### config.mk
export PLATFORM = sky130hd
export DESIGN_NAME = profile_counter_bank_ci_flat
export DESIGN_NICKNAME = d
export VERILOG_FILES = /design/src/rtl/profile_counter_bank_ci_pkg.sv /design/src/rtl/profile_counter_bank_ci_if.sv /design/src/rtl/profile_counter_bank_ci_event_counter.sv /design/src/rtl/profile_counter_bank_ci.sv /design/src/flat_wrapper.sv
export SDC_FILE = /design/constraint.sdc
export NUM_CORES = 1
export LEC_CHECK = 0
export CORE_ASPECT_RATIO = 1.1
export CORE_MARGIN = 5
export CORE_UTILIZATION = 33
export CTS_CLUSTER_SIZE = 30
export DETAILED_ROUTE_END_ITERATION = 12
export DONT_BUFFER_PORTS = 1
export SLEW_MARGIN = 20
export SYNTH_ARGS = -nofsm -noshare
export SYNTH_HDL_FRONTEND = slang
export SYNTH_SLANG_ARGS = --single-unit
### constraint.sdc
create_clock -name clock -period 12 [get_ports clock]
set_clock_uncertainty 0.2 [all_clocks]
set_input_delay 3 -clock clock [delete_from_list [all_inputs] [get_ports clock]]
set_output_delay 3 -clock clock [all_outputs]
set_load 0.03 [all_outputs]
### src/rtl/profile_counter_bank_ci_pkg.sv
// rtl/profile_counter_bank_ci_pkg.sv - shared field positions and status-word layout for the profiling counter bank
package profile_ci_pkg;

    localparam int MAX_COUNTERS = 8;

    // Control command fields carried on valueB
    localparam int B_ENABLE_LSB  = 0;
    localparam int B_DISABLE_LSB = 8;
    localparam int B_CLEAR_LSB   = 16;
    localparam int B_SNAPSHOT    = 24;
    localparam int B_CLEAR_OVF   = 25;

    // Read select fields carried on valueA
    localparam int A_INDEX_LSB  = 0;
    localparam int A_INDEX_BITS = 3;
    localparam int A_HIGH_WORD  = 3;
    localparam int A_SNAPSHOT   = 4;
    localparam int A_STATUS     = 5;

    typedef struct packed {
        logic [15:0] reserved;
        logic [7:0]  ovf;
        logic [7:0]  enable;
    } statusWord_t;

    function automatic logic [31:0] packStatus(input logic [7:0] ovf, input logic [7:0] enable);
        statusWord_t s;
        s.reserved = '0;
        s.ovf      = ovf;
        s.enable   = enable;
        return s;
    endfunction

endpackage

### src/rtl/profile_counter_bank_ci_if.sv
// rtl/profile_counter_bank_ci_if.sv - custom-instruction command/response bundle
interface profile_counter_bank_ci_if;
    logic        start;
    logic [7:0]  ciN;
    logic [31:0] valueA;
    logic [31:0] valueB;
    logic        done;
    logic [31:0] result;

    modport master (output start, output ciN, output valueA, output valueB,
                    input done, input result);
    modport slave  (input start, input ciN, input valueA, input valueB,
                    output done, output result);
endinterface

### src/rtl/profile_counter_bank_ci_event_counter.sv
// rtl/profile_counter_bank_ci_event_counter.sv - one profiling counter with enable, clear, sticky overflow and snapshot
module profile_event_counter #(
    parameter int WIDTH = 32
) (
    input  logic             clock,
    input  logic             reset,
    input  logic             enableCmd,
    input  logic             disableCmd,
    input  logic             clearCmd,
    input  logic             snapshotCmd,
    input  logic             clearOvfCmd,
    input  logic             eventIn,
    output logic             enabled,
    output logic [WIDTH-1:0] count,
    output logic [WIDTH-1:0] snapshot,
    output logic             overflow
);

    logic bump;
    logic wrap;

    // A clear in the same command wins over counting, so a cleared counter starts at zero
    assign bump = enabled && eventIn && !clearCmd;
    assign wrap = bump && (count == {WIDTH{1'b1}});

    // Enable state; disable has priority over enable for the same counter
    always_ff @(posedge clock or posedge reset) begin
        if (reset) begin
            enabled <= 1'b0;
        end else if (disableCmd) begin
            enabled <= 1'b0;
        end else if (enableCmd) begin
            enabled <= 1'b1;
        end
    end

    // Live count, uses the pre-command enable so a newly enabled counter skips its command cycle
    always_ff @(posedge clock or posedge reset) begin
        if (reset) begin
            count <= '0;
        end else if (clearCmd) begin
            count <= '0;
        end else if (bump) begin
            count <= count + WIDTH'(1);
        end
    end

    // Sticky overflow; a wrap on the same edge as a flag clear leaves the flag set
    always_ff @(posedge clock or posedge reset) begin
        if (reset) begin
            overflow <= 1'b0;
        end else if (wrap) begin
            overflow <= 1'b1;
        end else if (clearCmd || clearOvfCmd) begin
            overflow <= 1'b0;
        end
    end

    // Snapshot copies the pre-edge live value
    always_ff @(posedge clock or posedge reset) begin
        if (reset) begin
            snapshot <= '0;
        end else if (snapshotCmd) begin
            snapshot <= count;
        end
    end

endmodule

### src/rtl/profile_counter_bank_ci.sv
// rtl/profile_counter_bank_ci.sv - profiling counter bank behind an OpenRISC custom instruction
module profile_counter_bank_ci #(
    parameter logic [7:0] CUSTOM_ID     = 8'h00,
    parameter int         NUM_COUNTERS  = 4,
    parameter int         COUNTER_WIDTH = 32
) (
    input  logic                    clock,
    input  logic                    reset,
    input  logic [NUM_COUNTERS-1:0] events,
    profile_counter_bank_ci_if.slave bus
);
    import profile_ci_pkg::*;

    logic                          accept;
    logic [63:0]                   liveWide [MAX_COUNTERS];
    logic [63:0]                   snapWide [MAX_COUNTERS];
    logic [MAX_COUNTERS-1:0]       enableVec;
    logic [MAX_COUNTERS-1:0]       ovfVec;
    logic [A_INDEX_BITS-1:0]       readIndex;
    logic [63:0]                   picked;
    logic [31:0]                   readData;
    logic                          unusedBits;

    assign accept    = bus.start && (bus.ciN == CUSTOM_ID);
    assign readIndex = bus.valueA[A_INDEX_LSB +: A_INDEX_BITS];

    // Reserved select/command bits and control bits of absent counters have no effect
    assign unusedBits = ^{bus.valueA[31:6], bus.valueB};

    for (genvar i = 0; i < MAX_COUNTERS; i++) begin : gCtr
        if (i < NUM_COUNTERS) begin : gLive
            logic [COUNTER_WIDTH-1:0] liveCount;
            logic [COUNTER_WIDTH-1:0] snapCount;
            logic                     enabled;
            logic                     overflow;

            profile_event_counter #(
                .WIDTH(COUNTER_WIDTH)
            ) uCounter (
                .clock       (clock),
                .reset       (reset),
                .enableCmd   (accept && bus.valueB[B_ENABLE_LSB + i]),
                .disableCmd  (accept && bus.valueB[B_DISABLE_LSB + i]),
                .clearCmd    (accept && bus.valueB[B_CLEAR_LSB + i]),
                .snapshotCmd (accept && bus.valueB[B_SNAPSHOT]),
                .clearOvfCmd (accept && bus.valueB[B_CLEAR_OVF]),
                .eventIn     (events[i]),
                .enabled     (enabled),
                .count       (liveCount),
                .snapshot    (snapCount),
                .overflow    (overflow)
            );

            assign liveWide[i]  = 64'(liveCount);
            assign snapWide[i]  = 64'(snapCount);
            assign enableVec[i] = enabled;
            assign ovfVec[i]    = overflow;
        end else begin : gIdle
            assign liveWide[i]  = '0;
            assign snapWide[i]  = '0;
            assign enableVec[i] = 1'b0;
            assign ovfVec[i]    = 1'b0;
        end
    end

    // Read mux over pre-edge state so reads combined with clear/snapshot return old values
    always_comb begin
        readData = '0;
        picked   = '0;
        if (bus.valueA[A_STATUS]) begin
            readData = packStatus(ovfVec, enableVec);
        end else begin
            picked   = bus.valueA[A_SNAPSHOT] ? snapWide[readIndex] : liveWide[readIndex];
            readData = bus.valueA[A_HIGH_WORD] ? picked[63:32] : picked[31:0];
        end
    end

    // One-cycle done pulse with result held at zero outside the pulse
    always_ff @(posedge clock or posedge reset) begin
        if (reset) begin
            bus.done   <= 1'b0;
            bus.result <= '0;
        end else begin
            bus.done   <= accept;
            bus.result <= accept ? readData : 32'd0;
        end
    end

endmodule

### src/flat_wrapper.sv
// flat-port wrapper written by rule: the top's interface ports become plain ports
module profile_counter_bank_ci_flat import profile_ci_pkg::*;
#(
    parameter logic [7:0] CUSTOM_ID     = 8'h00,
    parameter int         NUM_COUNTERS  = 4,
    parameter int         COUNTER_WIDTH = 32
)
  (clock, reset, events, bus_start, bus_ciN, bus_valueA, bus_valueB, bus_done, bus_result);
  profile_counter_bank_ci_if bus_i ();
  input  logic clock;
  input  logic reset;
  input  logic [NUM_COUNTERS-1:0] events;
  input wire logic [$bits(bus_i.start)-1:0] bus_start;
  input wire logic [$bits(bus_i.ciN)-1:0] bus_ciN;
  input wire logic [$bits(bus_i.valueA)-1:0] bus_valueA;
  input wire logic [$bits(bus_i.valueB)-1:0] bus_valueB;
  output wire logic [$bits(bus_i.done)-1:0] bus_done;
  output wire logic [$bits(bus_i.result)-1:0] bus_result;
  assign bus_i.start = bus_start;
  assign bus_i.ciN = bus_ciN;
  assign bus_i.valueA = bus_valueA;
  assign bus_i.valueB = bus_valueB;
  assign bus_done = bus_i.done;
  assign bus_result = bus_i.result;
  profile_counter_bank_ci #(.CUSTOM_ID(CUSTOM_ID), .NUM_COUNTERS(NUM_COUNTERS), .COUNTER_WIDTH(COUNTER_WIDTH)) u_core (.clock(clock), .reset(reset), .events(events), .bus(bus_i));
endmodule
Word-level counts from Yosys, hierarchy flattened
Cells that the tools add are included.
{"block": "word_totals", "ff_bits": 297, "inputBits": 79, "out_inout_bits": 33, "elab_cells": 110}
{"block": "op_classes", "n_addsub": 4, "magnitude_cmp": 1, "n_eq_ne": 4, "n_mux": 34, "bitwise_logic": 1, "reduce_logical": 48}
{"cell": "64-bit binary-select mux with 3-bit select", "n": 2}
{"cell": "32-bit two-way mux", "n": 11}
{"cell": "64-bit two-way mux", "n": 5}
{"cell": "32-bit by 1-bit adder with 32-bit output (second input constant)", "n": 4}
{"cell": "32-bit == test (second input constant)", "n": 4}
{"cell": "1-bit logical AND", "n": 27}
{"cell": "2-bit nonzero test", "n": 12}
{"cell": "1-bit two-way mux", "n": 16}
{"cell": "8-bit logical NOT", "n": 1}
{"cell": "4-bit greater-or-equal comparator (second input constant)", "n": 1}
{"cell": "1-bit logical NOT", "n": 4}
{"cell": "1-bit logical OR", "n": 4}
{"cell": "3-bit inverter with 4-bit output", "n": 1}

Logic depth before layout (Yosys ltp)
Gate-level depths: netlist of the first run.
{"block": "depth", "word_depth": 8, "ltp_mapped": 8, "ltp_nobuf": 6}

Hierarchy
A second synthesis of the first run with hierarchy kept.
{"block": "unflattened", "cells_unflattened": 1257, "hier_area_um2": 15207.1}
{"module": "profile_event_counter", "instances": 4, "cells_per_inst": 263, "area_per_inst_um2": 3029.2, "seq_area_each_um2": 1651.6}
{"module": "profile_counter_bank_ci", "instances": 1, "cells_per_inst": 205, "area_per_inst_um2": 3090.5, "seq_area_each_um2": 825.8}

Worst setup path after synthesis of the first run
Ideal clock, no wire load.
{"block": "synth_path", "kind": "input port to flip-flop", "start": "input port bus_valueA[1]", "end": "register u_core.bus.result[4]", "setup_time_ns": 0.122, "arrival_time_ns": 4.473, "required_time_ns": 11.678, "slack_ns": 7.205, "cell_stages": 5, "path_buffers": 2, "path_cell_list": "buf_2 -> buf_1 -> mux4_1 -> mux2i_1 -> nor2_1"}
{"block": "synth_via", "elab_chain_cells": 8, "elab_cells_between_ends": 11, "classes_between": "mux: 10; bitwise: 1"}
{"element": "start, declared", "line": "flat_wrapper.sv:15", "source": "input wire logic [$bits(bus_i.valueA)-1:0] bus_valueA;"}
{"element": "3-bit inverter with 4-bit output (not written as such) (*)", "line": "profile_counter_bank_ci.sv:73", "source": "picked = bus.valueA[A_SNAPSHOT] ? snapWide[readIndex] : liveWide[readIndex];"}
{"element": "64-bit binary-select mux with 3-bit select", "line": "profile_counter_bank_ci.sv:73"}
{"element": "64-bit two-way mux (not written as such) (2 in series)", "line": "profile_counter_bank_ci.sv:73"}
{"element": "64-bit two-way mux (*)", "line": "profile_counter_bank_ci.sv:73"}
{"element": "32-bit two-way mux (*)", "line": "profile_counter_bank_ci.sv:74", "source": "readData = bus.valueA[A_HIGH_WORD] ? picked[63:32] : picked[31:0];"}
{"element": "32-bit two-way mux (*)", "line": "profile_counter_bank_ci.sv:70", "source": "if (bus.valueA[A_STATUS]) begin"}
{"element": "32-bit two-way mux (*)", "line": "profile_counter_bank_ci.sv:85", "source": "bus.result <= accept ? readData : 32'd0;"}
{"element": "end signal, assigned", "line": "profile_counter_bank_ci.sv:85"}
{"element": "end, declared", "line": "profile_counter_bank_ci_if.sv:13", "source": "output done, output result);"}
Every way passes the cells marked *; elsewhere a longest branch is shown, timed or not. The select of a mux whose other input is x is not followed.
A chain may end at the register's enable or synchronous reset.

Worst setup path after layout of the first run
{"block": "layout_path", "start": "input port bus_start", "end": "register u_core.gCtr[2].gLive.uCounter.snapshot[3]"}
{"block": "layout_via", "elab_chain_cells": 2}
{"element": "start, declared", "line": "flat_wrapper.sv:13", "source": "input wire logic [$bits(bus_i.start)-1:0] bus_start;"}
{"element": "1-bit logical AND", "line": "profile_counter_bank_ci.sv:24", "source": "assign accept = bus.start && (bus.ciN == CUSTOM_ID);"}
{"element": "1-bit logical AND", "line": "profile_counter_bank_ci.sv:45", "source": ".snapshotCmd (accept && bus.valueB[B_SNAPSHOT]),"}
{"element": "end signal, assigned", "line": "profile_counter_bank_ci_event_counter.sv:64", "source": "snapshot <= count;"}
{"element": "end, declared", "line": "profile_counter_bank_ci_event_counter.sv:15", "source": "output logic [WIDTH-1:0] snapshot,"}
No other way between the ends.

==> flow_summary_export.csv, run 1 <==
group,metric,value,unit
run_status,status,"finished, final reports clean",
layout,diodes,0,
die,die_w,210,um
clock_network,clk_latency,0.57,ns
placed_design,dp_slack,5.68,ns
global_routing,antenna_found_initial,0,
drt,wire_per_inst,20.4,um
drt,wirelength,36.8,mm
layout,area_growth,10.7,%
pwr,clockPowerShare,46.3,%
setup_path,cp_max_fo,81,
pwr,powerDensity,129,mW/mm^2
timing,fmax,175,MHz
global_routing,grt_pass1_vias,9824,
timing,finalCriticalPeriod,5.71,ns
clock_network,cts_resized,0,
die,num_io_pins,112,
timing,finalMaxSlewViolations,0,
logic_synthesis,synth_ff_type,"dfrtp_1",
global_routing,grt_pass1_wl,59.1,mm
run,drv_cap,0,
timing,setup_viol,0,
placed_design,dp_hpwl,24.4,mm
layout,drive_gt1_share,21.7,%
setup_path,endpoint_kind,"flop",
setup_path,cp_num_buf_inv,2,
die,num_rows,80,
logic_synthesis,synth_warnings,0,
drt,vias,9512,
pwr,ir_drop,0.116,mV
logic_synthesis,synthCells,1233,
clock_network,cts_sinks,297,
clock_network,cts_setup_buffers,0,
logic_synthesis,ys_ff_latch,297,
logic_synthesis,mappedNetlistArea,0.0145,mm^2
drt,drcViolationCount,0,
timing,tightest_slew,1.04,ns
logic_synthesis,synth_nets,1316,
logic_synthesis,ys_async_sr_fraction,100,%
timing,finalCritPeriodShare,47.6,%
pwr,power.leakage,7.30,nW
pwr,switchingPower,0.454,mW
timing,fin_ws,6.29,ns
layout,final_util,36.9,%
clock_network,cts_tree,"built",
logic_synthesis,synth_top_area_cell,"dfrtp_1",
setup_path,cpMaxStageDelayCell,"buf_4",
pwr,pwr-share-comb,3.4,%
timing,relSlewSlack,30.5,%
timing,setup_tns,0,ns
clock_network,cts_buffers,31,
clock_network,holdBufCountCts,0,
layout,nets,1295,
drt,firstDrtPassIters,7,
placed_design,io_buffers,0,
drt,via_per_inst,5.26,
logic_synthesis,synth_cell_types,51,
clock_network,path_clk_slew,0.06,ns
pwr,switching_share,22.0,%
setup_path,start_kind,"input port",
setup_path,slowest_delay,0.92,ns
worst_hold_path,holdCritPathClass,"flop to flop",
timing,finalHoldViolations,0,
setup_path,critPathRequiredTime,12.24,ns
logic_synthesis,yosysMostFrequentCell,"dfrtp_1",
setup_path,critical_path_class,"input port to flop",
setup_path,crit_chain,"nor4b_1, nand3_1, inv_2, nand2_4, buf_4, mux2_2",
die,core,0.0433,mm^2
die,initial_core_util,33.4,%
drt,ant_nets,0,
global_routing,use_met2,24.2,%
logic_synthesis,avgSynthCellArea,11.7,um^2
logic_synthesis,synth_edf_count,0,
logic_synthesis,synth_top_area_share,51.4,%
layout,n_fill_cell,4201,
die,fp.dieArea,0.0481,mm^2
global_routing,use_met1,21.9,%
global_routing,grt_max_degree,83,
clock_network,clk_path_buf_depth,3,
clock_network,cts_max_level,1,
pwr,internal_power,1.61,mW
clock_network,root_buffer,"clkbuf_16",
pwr,power_frac_seq,50.3,%
die,die_h,230,um
setup_path,path_delay_family,"buffers and inverters",
logic_synthesis,synthTopCellsByArea,"dfrtp_1 51%, mux2_2 11%, mux4_2 7.3%",
timing,rsz0062_at_grt,"false",
logic_synthesis,synth.cells.most_frequent,"297 x dfrtp_1, 162 x nor2_1, 138 x mux2_2",
setup_path,critPathArrivalTime,5.95,ns
placed_design,place_congestion,0.806,
global_routing,grt.total_usage,15.4,%
global_routing,grtUsageMet3,2.61,%
logic_synthesis,synth-seq-area-share,51.4,%
global_routing,grt_overflow,0,
drt,detail_route.iter0.violations,628,
global_routing,top_usage_layer,"met2",
flip-flops by register name, summed over array words and instances (netlist names):
| signal | cells |
|---|---|
| u_core.gCtr.gLive.uCounter.count | 128 |
| u_core.gCtr.gLive.uCounter.overflow | 4 |
| u_core.bus.result | 32 |
| u_core.bus.done | 1 |
| u_core.gCtr.gLive.uCounter.snapshot | 128 |
| u_core.gCtr.gLive.uCounter.enabled | 4 |
path summary, 6_finish.rpt:
| kind | start | endpoint | slack, ns | cells past startpoint |
|---|---|---|---|---|
| worst max-delay path | bus_start | u_core.gCtr[2].gLive.uCounter.snapshot[3] | 6.29 | 6 |
| worst min-delay path | u_core.gCtr[2].gLive.uCounter.snapshot[19] | u_core.gCtr[2].gLive.uCounter.snapshot[19] | 0.28 | 2 |
| worst max register to register | u_core.gCtr[2].gLive.uCounter.count[0] | u_core.gCtr[2].gLive.uCounter.count[30] | 9.10 | 6 |
| worst min register to register | u_core.gCtr[2].gLive.uCounter.snapshot[19] | u_core.gCtr[2].gLive.uCounter.snapshot[19] | 0.28 | 2 |
| max in group asynchronous | reset | u_core.gCtr[1].gLive.uCounter.count[29] | 7.47 | 3 |
| min in group asynchronous | reset | u_core.bus.result[13] | 2.13 | 1 |
cell type report:
type | instances | area (um^2) | area share, %
Multi-Input combinational cell | 856 | 6690 | 41.8
Clock buffer | 51 | 931 | 5.82
Sequential cell | 297 | 7430 | 46.4
Inverter | 12 | 52.6 | 0.328
Timing Repair Buffer | 14 | 113 | 0.704
Clock inverter | 3 | 65.1 | 0.407
Tap cell | 574 | 718 | 4.49
tightest hold or removal path: stages, from the launching register on:
cell and delay, ns:
dfrtp_1 0.34, nand2_1 0.05, o21ai_0 0.06
cells in the final DEF, fill, tap and decap left out, drive strengths merged, types with 2 or more instances in the layout:
cell and count:
and2 7, xor2 80, a31oi 8, nand2 79
inv 12, nor4b 2, ha 4, and3 19
a21oi 33, mux4 48, xnor2 29, nand3 60
clkbuf 51, nor2 162, o31ai 2, or4 2
o211ai 7, a32oi 3, dfrtp 297, o22ai 8
buf 14, bufinv 2, and4 13, nand4 42
nand2b 3, nor3 14, nor4 14, mux2i 34
or3 12, or2 5, o21ai 22, mux2 139
power groups by stage:
stage | combinational (mW) | clock (mW) | sequential [mW]
2_1_floorplan | 0.0706 | 0 | 1.05
3_3_place_gp | 0.0701 | 0 | 1.06
3_5_place_dp | 0.0714 | 0 | 1.06
4_1_cts | 0.0718 | 0.980 | 1.04
5_1_grt | 0.0812 | 1.02 | 1.04
6_report | 0.0698 | 0.956 | 1.04
stage by stage:
stage	instance area [um^2]	power (mW)	std cells	hold slack [ns]
detailed placement	15000	1.13	1753	0.271
finish	16000	2.06	1807	0.279
global placement	15000	1.13	1753	0.263
CTS	16000	2.09	1807	0.285
global route	16000	2.14	1807	0.303
floorplan	14500	1.12	1233	0.244
cell families (layout without fill, tap and decap cells):
logic type / count (synthesis) / after routing / share of synthesized area, %
adder cells (fa/ha/maj): 4 / 4 / 0.346
buffers and inverters: 80 / 80 / 2.48
XOR/XNOR: 109 / 109 / 6.60
flip-flops: 297 / 297 / 51.4
multiplexers: 221 / 221 / 20.7
AO/OA/AOI/OAI: 86 / 86 / 3.43
AND/OR/NAND/NOR: 436 / 436 / 15.0
routing by layer:
| metal | part of all wire, % | vias up |
|---|---|---|
| li1 | - | 4356 |
| met1 | 46 | 4889 |
| met2 | 46 | 213 |
| met3 | 5.1 | 54 |
| met4 | 2.6 | 0 |
| met5 | 0 | - |
(Power assumes the default switching activity.)
==> run 2: changes to the inputs <==
ABC_AREA = 1   (was default)
clock period = 5.7 ns   (was 12 ns; I/O delays follow)
==> run 2 against run 1 <==
Compared with the run above: final area up 12%; sequential cell count unchanged; die area up 12%; hold slack worse by 0.0086 ns; sequential power up 140%; combinational power rose to 12 times the previous value; clock power up 140%; global-route usage up 3.8 points; count of clock-buffer cells in the layout down 5; non-clock buffer count down 2; final cell count up 61%; critical endpoint is now u_core.gCtr[3].gLive.uCounter.count[11].
==> flow_summary_export.csv, run 2 <==
group,metric,value,unit
run_status,status,"finished, final reports clean",
logic_synthesis,mappedNetlistArea,0.0162,mm^2
die,num_io_pins,112,
clock_network,cts_resized,0,
layout,multiInputGateArea,0.00749,mm^2
logic_synthesis,synth_nets,2361,
drt,detail_route.iter0.violations,1628,
die,num_rows,85,
timing,setup_tns,0,ns
run,drv_cap,0,
pwr,powerDensity,319,mW/mm^2
drt,wirelength,52.9,mm
clock_network,cts_buffers,34,
drt,firstDrtPassIters,5,
worst_hold_path,holdPathStages,2,
clock_network,path_clk_slew,0.06,ns
setup_path,critical_path_class,"input port to flop",
setup_path,r2r_cells,6,
setup_path,crit_start,"bus_ciN[5]",
layout,final_util,36.6,%
logic_synthesis,synth_top_area_cell,"dfrtp_1",
layout,reg_top3,"u_core.gCtr.gLive.uCounter.count x128, u_core.gCtr.gLive.uCounter.snapshot x128, u_core.bus.result x32",
placed_design,dp_hpwl,38.8,mm
timing,setup_viol,0,
placed_design,io_buffers,0,
logic_synthesis,synthCells,2278,
setup_path,start_kind,"input port",
layout,regArea,0.00743,mm^2
layout,n_fill_cell,5149,
setup_path,cp_max_fo,29,
layout,drive_gt1_share,4.83,%
clock_network,cts_setup_buffers,0,
drt,via_per_inst,5.17,
clock_network,cts_sinks,297,
global_routing,grt.total_usage,19.2,%
timing,tightest_slew,0.876,ns
clock_network,clk_latency,0.53,ns
global_routing,grt_pass1_wl,82.7,mm
layout,area_growth,10.0,%
logic_synthesis,synth_cell_types,40,
layout,diodes,0,
setup_path,r2r-start,"u_core.gCtr[0].gLive.uCounter.enabled",
layout,stdcell_area,0.0179,mm^2
die,die_h,243,um
die,initial_core_util,33.3,%
timing,rsz0062_at_grt,"false",
logic_synthesis,synth_warnings,0,
timing,finalHoldViolations,0,
pwr,ir_drop,0.193,mV
logic_synthesis,ys_async_sr_fraction,100,%
timing,relSlewSlack,41.4,%
timing,fin_ws,2.27,ns
timing,finalMaxSlewViolations,0,
setup_path,endpoint_kind,"flop",
global_routing,grt_pass1_vias,13800,
logic_synthesis,synth_edf_count,0,
logic_synthesis,synth_ff_type,"dfrtp_1",
worst_hold_path,holdCritPathClass,"flop to flop",
global_routing,antenna_found_initial,0,
drt,drcViolationCount,0,
placed_design,dp_slack,1.78,ns
logic_synthesis,synth.cells.most_frequent,"583 x nand2_1, 376 x nor2_1, 297 x dfrtp_1",
die,fp.dieArea,0.0537,mm^2
die,core,0.0488,mm^2
placed_design,placed_area,0.0167,mm^2
pwr,total_power,5.69,mW
logic_synthesis,yosysMostFrequentCell,"nand2_1",
setup_path,critPathRequiredTime,5.90,ns
clock_network,cts_max_level,2,
timing,finalCritPeriodShare,60.1,%
die,die_w,221,um
clock_network,holdBufCountCts,0,
layout,layout_common_cells,"583 x nand2_1, 376 x nor2_1, 297 x dfrtp_1, 207 x inv_1, 162 x o21ai_0",
worst_hold_path,hp-start,"u_core.gCtr[3].gLive.uCounter.snapshot[15]",
layout,nets,2319,
clock_network,clk_path_buf_depth,3,
logic_synthesis,synth-seq-area-share,45.8,%
global_routing,grt_max_degree,157,
logic_synthesis,synth_top_area_share,45.8,%
layout,layout_commonest_cell,"nand2_1",
drt,wire_per_inst,18.2,um
drt,vias,15000,
global_routing,grt_overflow,0,
logic_synthesis,synthTopCellsByArea,"dfrtp_1 46%, nand2_1 13%, nor2_1 8.7%",
logic_synthesis,ys_ff_latch,297,
placed_design,place_congestion,0.951,
drt,ant_nets,0,
clock_network,root_buffer,"clkbuf_16",
timing,fmax,292,MHz
pwr,power.leakage,8.52,nW
timing,finalCriticalPeriod,3.43,ns
logic_synthesis,avgSynthCellArea,7.13,um^2
setup_path,critPathArrivalTime,3.63,ns
clock_network,cts_tree,"built",
==> run 2: cell types whose count changed in the layout (fill, tap and decap cells not counted), moves of 29 or more <==
| cell | previous run | this run |
|---|---|---|
| inv_1 | 10 | 207 |
| mux4_2 | 47 | 0 |
| o21ai_0 | 22 | 162 |
| nor2_1 | 162 | 376 |
| xnor2_1 | 29 | 0 |
| xor2_1 | 80 | 3 |
| mux2_2 | 138 | 0 |
| o21ai_1 | 0 | 109 |
| a21oi_1 | 33 | 100 |
| nand3_1 | 57 | 156 |
| mux2i_1 | 34 | 0 |
| nand2_1 | 78 | 583 |
==> run 2: critical path: stages <==
cell and delay (ns):
nor2_1 0.14, nand2_1 0.08, nor2_2 0.14, nand2_2 0.25, inv_2 0.20, buf_4 0.38
nand2_1 0.54, inv_1 0.34, nor3_1 0.10
==> run 2: through the flow <==
stage	std cells	hold slack, ns
3_3_place_gp	2852	0.251
5_1_grt	2911	0.292
4_1_cts	2911	0.269
2_1_floorplan	2278	0.237
6_report	2911	0.270
3_5_place_dp	2852	0.254
==> run 2: layout make-up <==
class,count,area share (%)
timing repair buffer,12,0.714
tap,652,4.57
multi-input combinational,1670,41.9
sequential,297,41.6
inverter,221,4.66
clock buffer,46,5.53
clock inverter,13,1.02
==> run 2: per-layer routing <==
metal / wire length [um] / vias up / GRT usage (%)
met5: 0 / - / 0
met4: 2320 / 0 / 7.65
met3: 2900 / 85 / 3.09
met2: 24400 / 435 / 30.8
met1: 23200 / 7199 / 26.1
li1: - / 7320 / -
==> run 2: path summary, 6_finish.rpt <==
| path | endpoint | slack, ns |
|---|---|---|
| max in group asynchronous | u_core.gCtr[2].gLive.uCounter.count[26] | 3.46 |
| hold reg to reg | u_core.gCtr[3].gLive.uCounter.snapshot[15] | 0.27 |
| hold / removal | u_core.gCtr[3].gLive.uCounter.snapshot[15] | 0.27 |
| min in group asynchronous | u_core.gCtr[1].gLive.uCounter.count[10] | 0.65 |
| setup / recovery | u_core.gCtr[3].gLive.uCounter.count[11] | 2.27 |
| setup reg to reg | u_core.gCtr[0].gLive.uCounter.count[7] | 3.47 |
==> run 2: where the power goes <==
part | switching (mW) | leakage [nW] | internal [mW] | total (mW)
Clock | 0.931 | 0.572 | 1.40 | 2.33
Combinational | 0.601 | 4.13 | 0.248 | 0.849
Sequential | 0.231 | 3.81 | 2.28 | 2.51
==> run 2: cell families after synthesis <==
family          synth area share, %
buf+inv                        8.19
fa+ha+maj                     0.308
simple gates                   31.7
xor+xnor                      0.162
compound gates                 13.9
flops                          45.8
